==> src/rtl/pdfd_dfe_lanes.sv <==
// Multi-lane PAM-5 decision-feedback slicer with double-buffered taps, a 1-deep output register and a fill/lock flag.
// Optional slicer error output: define PDFD_DFE_ERR_OUT_EN to add out_err.
module pdfd_dfe_lanes #(
  parameter int LANES    = 4,
  parameter int TAPS     = 4,
  parameter int SAMPLE_W = 8,
  parameter int TAP_W    = 8,
  parameter int LEVEL    = 32
) (
  input  logic                           clock,
  input  logic                           reset,
  input  logic                           in_valid,
  output logic                           in_ready,
  input  logic [LANES*SAMPLE_W-1:0]      in_samples,
  input  logic                           tap_load,
  input  logic [LANES*TAPS*TAP_W-1:0]    tap_data,
  output logic                           out_valid,
  input  logic                           out_ready,
  output logic [LANES*3-1:0]             out_dec,
`ifdef PDFD_DFE_ERR_OUT_EN
  output logic [LANES*SAMPLE_W-1:0]      out_err,
`endif
  output logic                           locked
);

  localparam int ACC_W = SAMPLE_W + TAP_W + $clog2(TAPS) + 2;
  localparam int CNT_W = $clog2(TAPS + 1);
  localparam logic signed [ACC_W-1:0] H1  = ACC_W'(LEVEL / 2);
  localparam logic signed [ACC_W-1:0] H3  = ACC_W'(3 * (LEVEL / 2));
  localparam logic signed [ACC_W-1:0] NH1 = ACC_W'(-(LEVEL / 2));
  localparam logic signed [ACC_W-1:0] NH3 = ACC_W'(-3 * (LEVEL / 2));

  logic signed [TAP_W-1:0] tap_act [LANES][TAPS];
  logic signed [TAP_W-1:0] tap_sh  [LANES][TAPS];
  logic                    tap_pend;
  // hist[l][k] holds a[n-1-k] for lane l.
  logic signed [2:0]       hist    [LANES][TAPS];
  logic [CNT_W-1:0]        fill_cnt;

  logic signed [ACC_W-1:0] y       [LANES];
  logic signed [2:0]       dec_nxt [LANES];
  logic                    accept;

  // Handshake: a transfer happens on any rising edge where valid && ready.
  // The output register frees itself on the same edge it drains, so input
  // readiness only depends on the output side.
  assign in_ready = !out_valid || out_ready;
  assign accept   = in_valid && in_ready;
  assign locked   = (fill_cnt == CNT_W'(TAPS));

  always_comb begin
    for (int l = 0; l < LANES; l++) begin
      y[l] = ACC_W'($signed(in_samples[l*SAMPLE_W +: SAMPLE_W]));
      for (int k = 0; k < TAPS; k++) begin
        y[l] = y[l] - ACC_W'(tap_act[l][k]) * ACC_W'(hist[l][k]);
      end
      // Strict upper compares and inclusive lower compares resolve ties toward zero.
      if (y[l] > H3)        dec_nxt[l] = 3'sd2;
      else if (y[l] > H1)   dec_nxt[l] = 3'sd1;
      else if (y[l] >= NH1) dec_nxt[l] = 3'sd0;
      else if (y[l] >= NH3) dec_nxt[l] = 3'b111;
      else                  dec_nxt[l] = 3'b110;
    end
  end

`ifdef PDFD_DFE_ERR_OUT_EN
  localparam logic signed [ACC_W-1:0] LVL  = ACC_W'(LEVEL);
  localparam logic signed [ACC_W-1:0] SMAX = ACC_W'((1 << (SAMPLE_W - 1)) - 1);
  localparam logic signed [ACC_W-1:0] SMIN = ACC_W'(-(1 << (SAMPLE_W - 1)));

  logic signed [ACC_W-1:0]    e_full  [LANES];
  logic signed [SAMPLE_W-1:0] err_nxt [LANES];

  always_comb begin
    for (int l = 0; l < LANES; l++) begin
      e_full[l] = y[l] - ACC_W'(dec_nxt[l]) * LVL;
      if (e_full[l] > SMAX)      err_nxt[l] = SMAX[SAMPLE_W-1:0];
      else if (e_full[l] < SMIN) err_nxt[l] = SMIN[SAMPLE_W-1:0];
      else                       err_nxt[l] = e_full[l][SAMPLE_W-1:0];
    end
  end

  always_ff @(posedge clock or negedge reset) begin
    if (!reset) begin
      out_err <= '0;
    end else if (accept) begin
      for (int l = 0; l < LANES; l++) out_err[l*SAMPLE_W +: SAMPLE_W] <= err_nxt[l];
    end
  end
`endif

  always_ff @(posedge clock or negedge reset) begin
    if (!reset) begin
      out_valid <= 1'b0;
      out_dec   <= '0;
      fill_cnt  <= '0;
      tap_pend  <= 1'b0;
      for (int l = 0; l < LANES; l++) begin
        for (int k = 0; k < TAPS; k++) begin
          hist[l][k]    <= '0;
          tap_act[l][k] <= '0;
          tap_sh[l][k]  <= '0;
        end
      end
    end else begin
      if (accept) begin
        out_valid <= 1'b1;
        for (int l = 0; l < LANES; l++) begin
          out_dec[l*3 +: 3] <= dec_nxt[l];
          hist[l][0]        <= dec_nxt[l];
          for (int k = 1; k < TAPS; k++) hist[l][k] <= hist[l][k-1];
        end
        if (fill_cnt != CNT_W'(TAPS)) fill_cnt <= fill_cnt + 1'b1;
      end else if (out_ready) begin
        out_valid <= 1'b0;
      end

      // A load on an accept edge defers the bank swap to the next accept.
      if (tap_load) begin
        tap_pend <= 1'b1;
        for (int l = 0; l < LANES; l++) begin
          for (int k = 0; k < TAPS; k++) begin
            tap_sh[l][k] <= tap_data[(l*TAPS + k)*TAP_W +: TAP_W];
          end
        end
      end else if (accept && tap_pend) begin
        tap_pend <= 1'b0;
        for (int l = 0; l < LANES; l++) begin
          for (int k = 0; k < TAPS; k++) tap_act[l][k] <= tap_sh[l][k];
        end
      end
    end
  end

endmodule
==> config.mk <==
export PLATFORM = sky130hd
export DESIGN_NAME = pdfd_dfe_lanes
export DESIGN_NICKNAME = d
export VERILOG_FILES = /design/src/rtl/pdfd_dfe_lanes.sv
export SDC_FILE = /design/constraint.sdc
export NUM_CORES = 2
export LEC_CHECK = 0
export ABC_AREA = 1
export BUFFER_PORTS_ARGS = -buffer_cell sky130_fd_sc_hd__buf_2
export CAP_MARGIN = 20
export CORE_ASPECT_RATIO = 1.2
export CORE_UTILIZATION = 58
export CTS_CLUSTER_DIAMETER = 50
export DETAILED_ROUTE_END_ITERATION = 6
export PLACE_DENSITY = 0.9
export SLEW_MARGIN = 20
export SYNTH_ARGS = -nofsm -noshare
export SYNTH_HDL_FRONTEND = slang
export SYNTH_SLANG_ARGS = --single-unit
==> constraint.sdc <==
create_clock -name clock -period 5.6 [get_ports clock]
set_input_delay 0.56 -clock clock [delete_from_list [all_inputs] [get_ports clock]]
set_output_delay 0.56 -clock clock [all_outputs]
set_load 0.01 [all_outputs]
# After elaboration in Yosys (flattened, before gate mapping)
# Index checks and enable logic that the tools add are counted.
# W data, S select, Z words.
[classes] order_cmp=16 n_reduce_logical=8 n_bitwise=1 div_mod_pow=0 shift=0 n_eq_ne=2 n_mul=16 n_mux=20 add_sub_neg=17
[ops] operator="$mul A8 B3 Y11" n=16
[ops] operator="$ge A15 B5 Y1 const B" n=4
[ops] operator="$ge A15 B7 Y1 const B" n=4
[ops] operator="$gt A15 B6 Y1 const B" n=4
[ops] operator="$gt A15 B7 Y1 const B" n=4
[ops] operator="$sub A14 B11 Y15" n=4
[ops] operator="$sub A13 B11 Y14" n=4
[ops] operator="$sub A12 B11 Y13" n=4
[ops] operator="$sub A8 B11 Y12" n=4
[ops] operator="$mux W3" n=12
[ops] operator="$mux W1" n=8
[ops] operator="$reduce_and A2 Y1" n=2
[ops] operator="$reduce_bool A2 Y1" n=2
[ops] operator="$add A3 B1 Y3 const B" n=1
[ops] operator="$eq A3 B3 Y1 const B" n=1
[ops] operator="$ne A3 B3 Y1 const B" n=1
[ops] operator="$logic_and A1 B1 Y1" n=2
[ops] operator="$logic_not A1 Y1" n=1
[ops] operator="$logic_or A1 B1 Y1" n=1
[ops] operator="$not A1 Y1" n=1
[word_totals] out_inout_bits=15 register_bits=321 wordCells=132 latch_bits=0 ram_bits=0 in_bits=165 romBits=0 memories=0

# Longest topological paths before layout
[depth] depth_word=10 depth_mapped=32 depth_no_buf=31

# Worst setup path after synthesis
# OpenSTA, ideal clock, no wires.
[synth_timing] path_type="flip-flop to flip-flop" from="register hist[41] (netlist name)" to="register out_dec[0]" setup_time_ns=0.116 path_stages_with_launch=29 required_time_ns=5.484 path_slack_ns=0.170 n_path_buf=0 arrival_ns=5.313 synth_period_minus_slack_ns=5.430 cell_sequence="dfrtp_1 inv_1 or2_2 fa_1 inv_1 fa_1 fa_1 inv_1 fa_1 fa_1 inv_1 fa_1 inv_1 ha_1 nand2_1 nor2_1 nand2_1 nand3_1 nand2_1 nand2_1 nand2_1 nand2_1 inv_1 nor2_1 nand3_1 o21ai_0 nand2_1 nand2_1 nand2_1"
[synth_between] elab_chain_len=8 elab_cells_between_ends=11 cone_classes="add/sub (2); mul (1); order compare (4); mux (4)"
[synth_rtl] item="from (decl)" line_no="37" source="logic signed [2:0] hist [LANES][TAPS];"
[synth_rtl] item="from (signal, indexed assignment)" line_no="110" source="hist[l][0] <= dec_nxt[l];"
[synth_rtl] item="$mul A8 B3 Y11 *" line_no="55" source="y[l] = y[l] - ACC_W'(tap_act[l][k]) * ACC_W'(hist[l][k]);"
[synth_rtl] item="$sub A13 B11 Y14 *" line_no="55"
[synth_rtl] item="$sub A14 B11 Y15 *" line_no="55"
[synth_rtl] item="$ge A15 B7 Y1" line_no="61" source="else if (y[l] >= NH3) dec_nxt[l] = 3'b111;"
[synth_rtl] item="$mux W1" line_no="61"
[synth_rtl] item="$mux W3" line_no="60" source="else if (y[l] >= NH1) dec_nxt[l] = 3'sd0;"
[synth_rtl] item="$mux W3" line_no="59" source="else if (y[l] > H1) dec_nxt[l] = 3'sd1;"
[synth_rtl] item="$mux W3 *" line_no="58" source="if (y[l] > H3) dec_nxt[l] = 3'sd2;"
[synth_rtl] item="to (signal, indexed assignment)" line_no="109" source="out_dec[l*3 +: 3] <= dec_nxt[l];"
[synth_rtl] item="to (decl)" line_no="19" source="output logic [LANES*3-1:0] out_dec,"
# Mark *: on every way between the ends. The rest lies on a longest branch, timed or not.
# A chain may end at the register's enable or synchronous reset.

# Worst setup path after layout
[layout_timing] from="register hist[30] (netlist name)" to="register out_dec[5]"
[layout_between] elab_chain_len=8 elab_cells_between_ends=10 cone_classes="add/sub (3); mul (1); order compare (3); mux (3)"
[layout_rtl] item="$mul A8 B3 Y11 *" line_no="55"
[layout_rtl] item="$sub A12 B11 Y13 *" line_no="55"
[layout_rtl] item="$sub A13 B11 Y14 *" line_no="55"
[layout_rtl] item="$sub A14 B11 Y15 *" line_no="55"
[layout_rtl] item="$ge A15 B5 Y1" line_no="60"
[layout_rtl] item="$mux W3" line_no="60"
[layout_rtl] item="$mux W3" line_no="59"
[layout_rtl] item="$mux W3 *" line_no="58"
# Marked as above.

==> impl_metrics.yaml <==
drt:
  wire_per_inst_um: 16.1
  drt_iter0_markers: 1848
  first_pass_iters: 7
  wl_um: 80300
  drc: 2
  drtAntennaViolNets: 0
  avgViaCountPerCell: 5.19
  routed-via-count: 25834
worst_setup_path:
  startpoint_type: "flip-flop"
  worst_ep_required_time_ns: 6.01
  crit_type: "reg2reg"
  slowest_delay_ns: 0.55
  arrival_ns: 6.02
  cp_top_family: "adder cells"
  r2r-start: "hist[30]"
  cpMostUsedCell: "fa_1"
  rrSetupSlack_ns: -0.01
  crit_path_start: "hist[30]"
  endpoint_kind: "flip-flop"
  crit_fanout: 7
  cp_slowest_cell: "fa_1"
  cp_num_buf_inv: 4
placement:
  placed_area_um2: 34200
  routabilityCongestion: 0.917
  placedCellCount: 4866
  numPortBuffers: 179
  dpl.hpwl_um: 60000
sta:
  rsz0062_at_grt: "yes"
  fin_crit_ns: 5.61
  max_freq_mhz: 178
  report.final.slew_viol_count: 0
  fin_skew_ns: 0.0357
  setup_viol: 2
  slew_headroom: 0.385
  tightest_slew_ns: 0.923
  finalSetupTns_ns: -0.0212
  post-route-period-util: 1.00
  final-hold-violation-count: 0
  timing.final.ws_setup_ns: -0.0111
yosys:
  ys_seq_area_frac: 0.240
  yosysUniqueCellTypes: 34
  netlist_instances: 4000
  yosysTopAreaCellShare: 0.273
  syn_avg_cell_area_um2: 8.07
  synth_area_leaders: "fa_1, dfrtp_1, inv_1"
  synth_area_um2: 32300
  synth_nets: 4867
  yosys_warnings: 0
  yosys.area.top_type: "fa_1"
  ys_ff_latch: 309
global_route:
  first_global_vias: 26511
  grt_use_met3: 0.0340
  grt_use_total: 0.281
  grt_max_degree: 141
  antenna_found_initial: 3
  grt_first_pass_wirelength_um: 127000
  grt_util_met1: 0.348
  overflow: 0
  use_met2: 0.492
  busiest_layer: "met2"
floorplan:
  die_width_um: 217
  ios: 180
  fp.dieH_um: 260
  core_area_um2: 54900
  row_count: 94
  die_area_um2: 56600
  initial_utilization: 0.587
run:
  maxCapViolCount: 0
layout:
  drive_gt1_frac: 0.181
  instances_no_fill: 4975
  nets: 5091
  fin_area_um2: 37200
  area_growth_pct: 15.2
clock_tree:
  path_clk_slew_ns: 0.06
  htreeDepth: 2
  cts_buffers: 38
  clock_latency_ns: 0.58
  cts_tree: "done"
  cts_hold_buf: 0
  clock-sinks: 309
  cts-root-buf: "clkbuf_16"
  cts.path.max_buffers: 3
hold_path:
  hold_path_class: "in2async"
run_status:
  outcome: "finished, violations left"
  violations: "design-rule violations, negative setup slack"
==> sequential cells by signal, summed over array words and instances, names as in the netlist <==
name,flops
tap_act,128
tap_pend,1
hist,36
out_dec,12
tap_sh,128
fill_cnt,3
out_valid,1
==> worst paths after layout <==
path                       cells after the start           to
setup / recovery                              25   out_dec[5]
hold / removal                                 1   out_dec[4]
setup reg to reg                              25   out_dec[5]
hold reg to reg                                1  fill_cnt[2]
max in group asynchronous                      2  out_dec[10]
min in group clock                             3   tap_sh[33]
==> area by class of cell <==
| cell class | count | area (um^2) |
|---|---|---|
| timing repair buffer | 294 | 1800 |
| clock inverter | 22 | 243 |
| clock buffer | 48 | 1070 |
| multi-input combinational | 2453 | 21200 |
| tap | 720 | 901 |
| antenna | 1 | 2.50 |
| fill | 3993 | 17800 |
| sequential | 309 | 7760 |
| inverter | 1128 | 4250 |
==> cell families after synthesis <==
logic type,share of synthesized area
xor gates and xnor gates,0.0152
buffers and inverters,0.146
adders and majority gates,0.375
DFF,0.240
and+or+nand+nor,0.168
AOI/OAI and AO/OA,0.0557
==> Yosys cell counts <==
| cell | count |
|---|---|
| nand2_2 | 12 |
| buf_4 | 12 |
| or2_2 | 42 |
| nand2_4 | 1 |
| inv_1 | 1116 |
| o21ai_0 | 311 |
| nand2_1 | 990 |
| and2_1 | 5 |
| nand3_1 | 77 |
| fa_1 | 440 |
| xnor2_1 | 27 |
| o211ai_1 | 1 |
| clkinv_1 | 9 |
| ha_1 | 262 |
| a21oi_1 | 35 |
| clkbuf_1 | 77 |
| a21oi_2 | 2 |
| buf_2 | 19 |
| nand3_2 | 4 |
| dfrtp_1 | 309 |
| buf_1 | 1 |
| nor3_2 | 2 |
| nor2_4 | 1 |
| a21o_1 | 1 |
| nor3_1 | 6 |
| nor2_1 | 168 |
| xor2_1 | 29 |
| nand4_1 | 17 |
| nand3b_1 | 9 |
| o21ai_1 | 1 |
| o21ai_2 | 3 |
| clkbuf_8 | 1 |
| inv_2 | 3 |
| nor2_2 | 7 |
==> through the flow <==
| stage | setup WS, ns | util | hold WS, ns |
|---|---|---|---|
| after detailed placement | -0.196 | 0.622 | 0.466 |
| after global routing | -0.226 | 0.677 | 0.153 |
| after CTS | 0.00561 | 0.651 | 0.0931 |
| final | -0.0111 | 0.677 | 0.0796 |
| after floorplan | 0.170 | - | 0.264 |
| after global placement | -0.0413 | 0.622 | 0.463 |
==> metal layers <==
layer,share of wire,vias to the layer above
li1,-,12035
met1,0.38,12515
met2,0.51,967
met3,0.054,313
met4,0.052,4
met5,0.00032,-
==> layout by cell type, fill, tap and decap left out, drive strengths merged <==
master	Yosys	layout
clkbuf	78	48
nand4	17	17
xor2	29	29
clkinvlp	0	5
dfrtp	309	309
inv	1119	1132
nand3b	9	9
nand2	1003	1003
nor3	8	8
and2	5	5
buf	32	294
a21oi	37	37
a21o	1	1
clkinv	9	12
nor2	176	176
ha	262	262
o211ai	1	1
or2	42	42
nand3	81	81
bufinv	0	1
xnor2	27	27
diode	0	1
o21ai	315	315
fa	440	440
==> timing repair <==
| action | CTS | global route |
|---|---|---|
| gates resized for setup | 44 | 365 |
| pin swaps | 4 | 186 |
| setup buffers | 3 | 35 |
| setup endpoints to repair | 12 | 12 |
Power is left out: the tool's default activity adds up to more than one toggle a clock period on the data nets, which glitch-free logic cannot reach.
